File: config.mk
export PLATFORM = sky130hd
export DESIGN_NAME = dr_mem_arbiter
export DESIGN_NICKNAME = d
export VERILOG_FILES = /design/src/rtl/dr_mem_arbiter.sv
export SDC_FILE = /design/constraint.sdc
export NUM_CORES = 1
export LEC_CHECK = 0
export ABC_CLOCK_PERIOD_IN_PS = 2200
export BUFFER_PORTS_ARGS = -buffer_cell sky130_fd_sc_hd__buf_2
export CAP_MARGIN = 0
export CORE_UTILIZATION = 52
export CTS_BUF_LIST = sky130_fd_sc_hd__clkbuf_8
export DETAILED_ROUTE_END_ITERATION = 12
export PLACE_DENSITY = 0.82
export SLEW_MARGIN = 20
export SYNTH_ARGS = -nofsm -noshare
export SYNTH_HDL_FRONTEND = slang
export SYNTH_SLANG_ARGS = --single-unit
File: constraint.sdc
create_clock -name clk -period 2.2 [get_ports clk]
set_input_delay 0.11 -clock clk [delete_from_list [all_inputs] [get_ports clk]]
set_output_delay 0.11 -clock clk [all_outputs]
set_load 0.05 [all_outputs]
File: src/rtl/dr_mem_arbiter.sv
// Two-port round-robin arbiter and four-phase dual-rail sequencer for the
// 16x8 asynchronous memory. One transaction runs at a time:
// IDLE -> DRIVE (valid codewords) -> SPACER (null) -> DONE (done pulse).
module dr_mem_arbiter #(
  parameter int unsigned SYNC_STAGES = 2,
  parameter int unsigned TIMEOUT     = 255
) (
  input  logic        clk,
  input  logic        rst_n,
  input  logic        req0,
  input  logic        req1,
  input  logic        we0,
  input  logic        we1,
  input  logic [3:0]  addr0,
  input  logic [3:0]  addr1,
  input  logic [7:0]  wdata0,
  input  logic [7:0]  wdata1,
  output logic        done0,
  output logic        done1,
  output logic [7:0]  rdata,
  output logic        err,
  output logic [7:0]  mem_addr,
  output logic [15:0] mem_data_in,
  output logic [1:0]  mem_read_Nwrite,
  output logic        mem_ack_in_read,
  input  logic [15:0] mem_data_out,
  input  logic        mem_ack_read,
  input  logic        mem_ack_write
);

  // Last counter value before the wait is abandoned.
  localparam logic [7:0] TimeoutLast = 8'(TIMEOUT - 1);

  typedef enum logic [1:0] {StIdle, StDrive, StSpacer, StDone} state_e;

  // Dual-rail: true rail at 2i+1, false rail at 2i.
  function automatic logic [7:0] enc_addr(input logic [3:0] a);
    logic [7:0] r;
    r = '0;
    for (int i = 0; i < 4; i++) r[2*i +: 2] = a[i] ? 2'b10 : 2'b01;
    return r;
  endfunction

  function automatic logic [15:0] enc_data(input logic [7:0] d);
    logic [15:0] r;
    r = '0;
    for (int i = 0; i < 8; i++) r[2*i +: 2] = d[i] ? 2'b10 : 2'b01;
    return r;
  endfunction

  function automatic logic [7:0] dec_data(input logic [15:0] w);
    logic [7:0] r;
    r = '0;
    for (int i = 0; i < 8; i++) r[i] = w[2*i+1];
    return r;
  endfunction

  // A pair is a legal data bit only when exactly one rail is high.
  function automatic logic pairs_valid(input logic [15:0] w);
    logic ok;
    ok = 1'b1;
    for (int i = 0; i < 8; i++) if (w[2*i+1] == w[2*i]) ok = 1'b0;
    return ok;
  endfunction

  logic [SYNC_STAGES-1:0] ack_rd_sync_q;
  logic [SYNC_STAGES-1:0] ack_wr_sync_q;
  state_e                 state_q;
  logic                   gnt_q;
  logic                   last_q;
  logic                   we_q;
  logic [7:0]             cnt_q;

  logic       ack_rd;
  logic       ack_wr;
  logic       ack_cur;
  logic       gnt_sel;
  logic       sel_we;
  logic [3:0] sel_addr;
  logic [7:0] sel_wdata;

  // Independent synchronizer chains for the two asynchronous acks.
  always_ff @(posedge clk or negedge rst_n) begin
    if (!rst_n) begin
      ack_rd_sync_q <= '0;
      ack_wr_sync_q <= '0;
    end else begin
      ack_rd_sync_q <= {ack_rd_sync_q[SYNC_STAGES-2:0], mem_ack_read};
      ack_wr_sync_q <= {ack_wr_sync_q[SYNC_STAGES-2:0], mem_ack_write};
    end
  end

  // Round-robin choice and the request fields of the chosen port.
  always_comb begin
    ack_rd  = ack_rd_sync_q[SYNC_STAGES-1];
    ack_wr  = ack_wr_sync_q[SYNC_STAGES-1];
    ack_cur = we_q ? ack_wr : ack_rd;
    if (req0 && req1) gnt_sel = ~last_q;
    else              gnt_sel = req1;
    sel_we    = gnt_sel ? we1    : we0;
    sel_addr  = gnt_sel ? addr1  : addr0;
    sel_wdata = gnt_sel ? wdata1 : wdata0;
  end

  // Sequencer FSM; every memory-side and port-side output is registered here.
  always_ff @(posedge clk or negedge rst_n) begin
    if (!rst_n) begin
      state_q         <= StIdle;
      gnt_q           <= 1'b0;
      last_q          <= 1'b1;
      we_q            <= 1'b0;
      cnt_q           <= '0;
      done0           <= 1'b0;
      done1           <= 1'b0;
      rdata           <= '0;
      err             <= 1'b0;
      mem_addr        <= '0;
      mem_data_in     <= '0;
      mem_read_Nwrite <= '0;
      mem_ack_in_read <= 1'b0;
    end else begin
      done0 <= 1'b0;
      done1 <= 1'b0;
      unique case (state_q)
        StIdle: begin
          mem_addr        <= '0;
          mem_data_in     <= '0;
          mem_read_Nwrite <= '0;
          if (req0 || req1) begin
            gnt_q    <= gnt_sel;
            last_q   <= gnt_sel;
            we_q     <= sel_we;
            err      <= 1'b0;
            cnt_q    <= '0;
            mem_addr <= enc_addr(sel_addr);
            if (sel_we) begin
              mem_data_in     <= enc_data(sel_wdata);
              mem_read_Nwrite <= 2'b01;
            end else begin
              mem_read_Nwrite <= 2'b10;
            end
            state_q <= StDrive;
          end
        end
        StDrive: begin
          // A real ack wins over a timeout landing in the same cycle.
          if (ack_cur || cnt_q == TimeoutLast) begin
            if (!ack_cur) begin
              err <= 1'b1;
            end else if (!we_q) begin
              rdata           <= dec_data(mem_data_out);
              err             <= ~pairs_valid(mem_data_out);
              mem_ack_in_read <= 1'b1;
            end
            mem_addr        <= '0;
            mem_data_in     <= '0;
            mem_read_Nwrite <= '0;
            cnt_q           <= '0;
            state_q         <= StSpacer;
          end else begin
            cnt_q <= cnt_q + 8'd1;
          end
        end
        StSpacer: begin
          if (!ack_cur || cnt_q == TimeoutLast) begin
            if (ack_cur) err <= 1'b1;
            mem_ack_in_read <= 1'b0;
            done0           <= ~gnt_q;
            done1           <= gnt_q;
            state_q         <= StDone;
          end else begin
            cnt_q <= cnt_q + 8'd1;
          end
        end
        StDone: begin
          state_q <= StIdle;
        end
        default: begin
          state_q <= StIdle;
        end
      endcase
    end
  end

endmodule
---- After elaboration in Yosys (flattened, before gate mapping) ----
Index checks and enable logic that the tools add are counted.
word-level totals
  flip-flop bits (word level) ............. 55
  bits of input ports ..................... 48
  output and inout bits ................... 38
  word-level logic and storage cells ...... 120
cells by class
  $add $sub $neg .......................... 1
  equal/unequal tests ..................... 20
  mux-type cells .......................... 64
  bitwise logic cells ..................... 4
  reductions and logical operators ........ 16
operators by type and width
  cell                   count
  $mux W16               3
  $mux W8                6
  $mux W2                18
  $pmux W16 S2           1
  $mux W1                29
  $pmux W8 S3            1
  $pmux W8 S2            1
  $ne A2 B2 Y1 const B   7
  $add A8 B1 Y8 const B  1
  $eq A1 B1 Y1           8
  $eq A8 B8 Y1 const B   1
  $pmux W2 S4            1
  $reduce_and A3 Y1      2
  $reduce_and A6 Y1      1
  $reduce_and A5 Y1      1
  $eq A2 B2 Y1 const B   2
  $mux W4                1
  $not A1 Y1             4
  $pmux W2 S2            1
  $reduce_and A2 Y1      2
  $reduce_and A4 Y1      1
  $reduce_bool A2 Y1     2
  $logic_or A1 B1 Y1     3
  $ne A3 B3 Y1 const B   1
  7 further kinds        7

---- Longest topological paths before layout ----
  depth after elaboration ................. 18
  mapped depth ............................ 8
  mapped depth without buffers ............ 6

---- Worst setup path before layout ----
Ideal clock, no wire load.
  kind .................................... flip-flop to flip-flop
  start ................................... reg we_q
  end ..................................... reg err
  setup time .............................. 125 ps
  arrival time ............................ 1672 ps
  data required time ...................... 2075 ps
  slack ................................... 403 ps
  cell stages (with the launch flop) ...... 5
  path buffers ............................ 0
  period minus slack after synthesis ...... 1797 ps
  cells stage by stage .................... dfrtp_1 > mux2i_2 > mux2_2 > a211oi_2 > mux2_2
on the way
  word-level cells in the longest chain between the ends .. 5
  elaborated cells on any way between the ends .. 12
  those cells by class .................... eq/ne (4); mux (4); reduce/logical (4)
RTL lines
  item                         RTL line  RTL
  from (decl)                  71        logic we_q;
  from (signal assigned)       132       we_q <= sel_we;
  $mux W1                      97        ack_cur = we_q ? ack_wr : ack_rd;
  $logic_not A1 Y1             165       if (!ack_cur || cnt_q == TimeoutLast) begin
  $logic_or A1 B1 Y1           165
  $ne A2 B2 Y1 (no line)       --
  $reduce_and A6 Y1 (no line)  --
  to (signal assigned)         152       err <= ~pairs_valid(mem_data_out);
  to (decl)                    21        output logic err,
Parallel ways exist; a longest one is shown, timed or not. The select of a mux whose other input is x is not followed.
A chain may end at the register's enable or synchronous reset.

---- Worst setup path after layout ----
  start ................................... reg we_q
  end ..................................... reg state_q[1]
on the way
  word-level cells in the longest chain between the ends .. 5
  elaborated cells on any way between the ends .. 7
  those cells by class .................... eq/ne (2); mux (1); reduce/logical (4)
RTL lines
  item                             RTL line  RTL
  $mux W1 (*)                      97
  $logic_not A1 Y1                 165
  $logic_or A1 B1 Y1               165
  $ne A2 B2 Y1 (no line)           --
  $reduce_and A3 Y1 (no line) (*)  --
  to (signal assigned)             170       state_q <= StDone;
  to (signal assigned)             176       state_q <= StIdle;
  to (signal assigned)             179       state_q <= StIdle;
  to (decl)                        68        state_e state_q;
Mark *: on every way between the ends. The rest lies on a longest branch, timed or not.

==> impl_metrics.tcl <==
set metrics [dict create \
    critPathLaunchType "register" \
    path_class "register to register" \
    drc 0 \
    drtAntennaViolNets 0 \
    ys_seq_area_share_pct 52.0 \
    slowest_delay_ns 0.46 \
    fin_crit_ns 2.00 \
    cts_hold_buf 3 \
    layout.nets 358 \
    p_leak_nw 1.58 \
    grt_pass1_vias 1991 \
    syn_to_final_growth_pct 23.3 \
    min_from "req0" \
    status "finished, final reports clean" \
    routed_wl_um 5640 \
    p_per_area_nw_per_um2 1490 \
    hold_path.class "input pin to register" \
    cts_buffers 5 \
    ys_types 47 \
    dieArea_um2 5390 \
    grt_pass1_wl_um 9450 \
    maxSlewHeadroom_pct 54.2 \
    die_x_um 73.4 \
    r2r-start "we_q" \
    grtUsageMet2_pct 36.0 \
    cp-startpoint "we_q" \
    cap_violations 0 \
    cts_sinks 55 \
    cts_root_buf "clkbuf_8" \
    antenna-diode-count 0 \
    busiest_layer "met2" \
    final-instance-count-excl-fill 372 \
    nFillCells 370 \
    portBuffers 85 \
    drv_slew 0 \
    final-setup-viol-count 0 \
    antenna_found_initial 0 \
    core_area_um2 4820 \
    max_clock_freq_ghz 0.500 \
    crit_top_cell "mux2_2" \
    rsz0062_at_grt "no" \
    yosys_register_bits 55 \
    yosysWarnings 0 \
    clk_latency_ns 0.30 \
    synth_area_um2 2650 \
    grt_use_met1_pct 32.5 \
    worst-path-stages 4 \
    cts_htree_levels 2 \
    drive_above_1_share_pct 40.3 \
    dp.cells 361 \
    cts_max_path_buffers 2 \
    place_congestion 0.828 \
    dp_hpwl_um 4170 \
    layout_common_cells "buf_2, dfrtp_1, a22o_1" \
    ctsResizeCount 0 \
    worstMarginPinSlew_ns 0.687 \
    dp_slack_ns 0.247 \
    crit_family "multiplexers" \
    rr_worst_depth 4 \
    ys.flop_type "dfrtp_1" \
    synthCells 213 \
    dr.pass1.iters 4 \
    die_y_um 73.4 \
    track_usage_pct 22.8 \
    path_cells "mux2i_2 > mux2_2 > a22oi_1 > mux2_2" \
    layout.cells.most_common "buf_2" \
    met3_usage_pct 4.25 \
    cts_tree "done" \
    wl_per_cell_um 15.2 \
    finalSetupTns_ns 0 \
    grt_max_degree 31 \
    synth_edf_count 0 \
    required_ns 2.39 \
    worst_path_max_delay_cell "mux2i_2" \
    post-cts-setup-buffers 0 \
    crit_end "state_q[1]" \
    finalHoldViolCount 0 \
    critPathArrivalTime_ns 2.19 \
    synthArstFlopShare_pct 100 \
    gr-total-overflow 0 \
    synth_fp_nets 267 \
    cp-end-kind "register" \
    worstPathMaxFanout 7 \
    vias 2096 \
    syn_avg_cell_area_um2 12.4 \
    power.total_mw 4.85 \
    final_area_um2 3270 \
    initial_core_util_pct 55.0 \
    peakVddDrop_mv 0.777 \
    via_per_inst 5.63 \
    finalCritPeriodShare_pct 91.0 \
    worst-path-buf-inv 0 \
    placedInstanceArea_um2 3140 \
    r2r_setup_slack_ns 0.20 \
    worstReg2RegEnd "state_q[1]" \
    setup_ws_ns 0.198 \
    first_iter_violations 131 \
    cts.reportedPaths.clkPinSlew_ns 0.09 \
    rows 25 \
    io_pins 86 \
    clock_skew_ns 0.00807 \
]
## where the power goes
group	switching, mW	internal (mW)	total [mW]
combinational	1.90	0.808	2.70
clock	0.306	0.254	0.560
sequential	0.216	1.37	1.59
## sequential cells by signal (all words and copies together) (netlist names), 2 cells and up
| signal | cells |
|---|---|
| ack_rd_sync_q | 2 |
| ack_wr_sync_q | 2 |
| cnt_q | 8 |
| mem_addr | 8 |
| mem_data_in | 16 |
| mem_read_Nwrite | 2 |
| rdata | 8 |
| state_q | 2 |
## stage by stage
stage | hold WS, ns | utilization, %
final | 0.0375 | 67.8
after global routing | 0.0353 | 67.8
after floorplan | -0.186 | -
after CTS | 0.0258 | 67.8
after detailed placement | 0.186 | 65.2
after global placement | 0.182 | 65.2
## worst register-to-register path, cell delays in order, from the launching register on
cell     delay (ns)
dfrtp_1        0.44
mux2i_2        0.46
mux2_2         0.41
a22oi_1        0.23
mux2_2         0.37
## layout make-up
type                    instances  area, um^2  area share (%)
flip-flops and latches         55        1380            42.2
multi-input cells             143        1190            36.3
repair buffers                 95         508            15.5
well taps                      67        83.8            2.57
clock buffers                   6        82.6            2.53
inverters                       4        15.0           0.460
clock inverters                 2        12.5           0.383
## routing by layer
layer	vias up	wire, um
met2	60	2740
met3	2	263
li1	997	-
met5	-	0
met4	0	32
met1	1037	2600
## kinds of logic after synthesis
| kind of cell | count (synthesis) | synth area share (%) |
|---|---|---|
| buffers and inverters | 15 | 3.21 |
| adders and majority gates | 6 | 2.83 |
| muxes | 25 | 10.1 |
| xor gates and xnor gates | 8 | 2.64 |
| AOI/OAI and AO/OA | 72 | 22.3 |
| and+or+nand+nor | 32 | 6.94 |
| DFF | 55 | 52.0 |
## how the worst min path moves through the flow
stage | depth (start not counted) | end | slack [ns]
final | 2 | last_q | 0.04
after global routing | 2 | last_q | 0.04
after CTS | 2 | last_q | 0.03
after detailed placement | 1 | rdata[7] | 0.19
after global placement | 1 | rdata[0] | 0.18
after floorplan | 0 | ack_rd_sync_q[0] | -0.19
## cell usage after synthesis, types with 2 or more instances
| master | number | area [um^2] |
|---|---|---|
| a21o_1 | 2 | 15.0 |
| ha_1 | 6 | 75.1 |
| xnor2_1 | 8 | 70.1 |
| or2_2 | 5 | 31.3 |
| nor2_1 | 4 | 15.0 |
| inv_1 | 4 | 15.0 |
| o21ai_0 | 13 | 65.1 |
| a22oi_1 | 2 | 15.0 |
| clkbuf_1 | 4 | 15.0 |
| buf_6 | 3 | 33.8 |
| and4_1 | 2 | 17.5 |
| nor4_1 | 2 | 12.5 |
| dfrtp_1 | 54 | 1350 |
| a31oi_1 | 3 | 18.8 |
| mux2_2 | 11 | 124 |
| o211ai_1 | 6 | 45.0 |
| nand3_1 | 4 | 20.0 |
| o2bb2ai_1 | 12 | 105 |
| a22o_1 | 14 | 123 |
| a21oi_1 | 4 | 20.0 |
| or3_1 | 2 | 12.5 |
| nand2b_1 | 4 | 25.0 |
| buf_2 | 2 | 10.0 |
| mux2i_1 | 13 | 130 |
| o2111ai_1 | 5 | 43.8 |
| nand2_1 | 3 | 11.3 |
(Power assumes the default switching activity.)
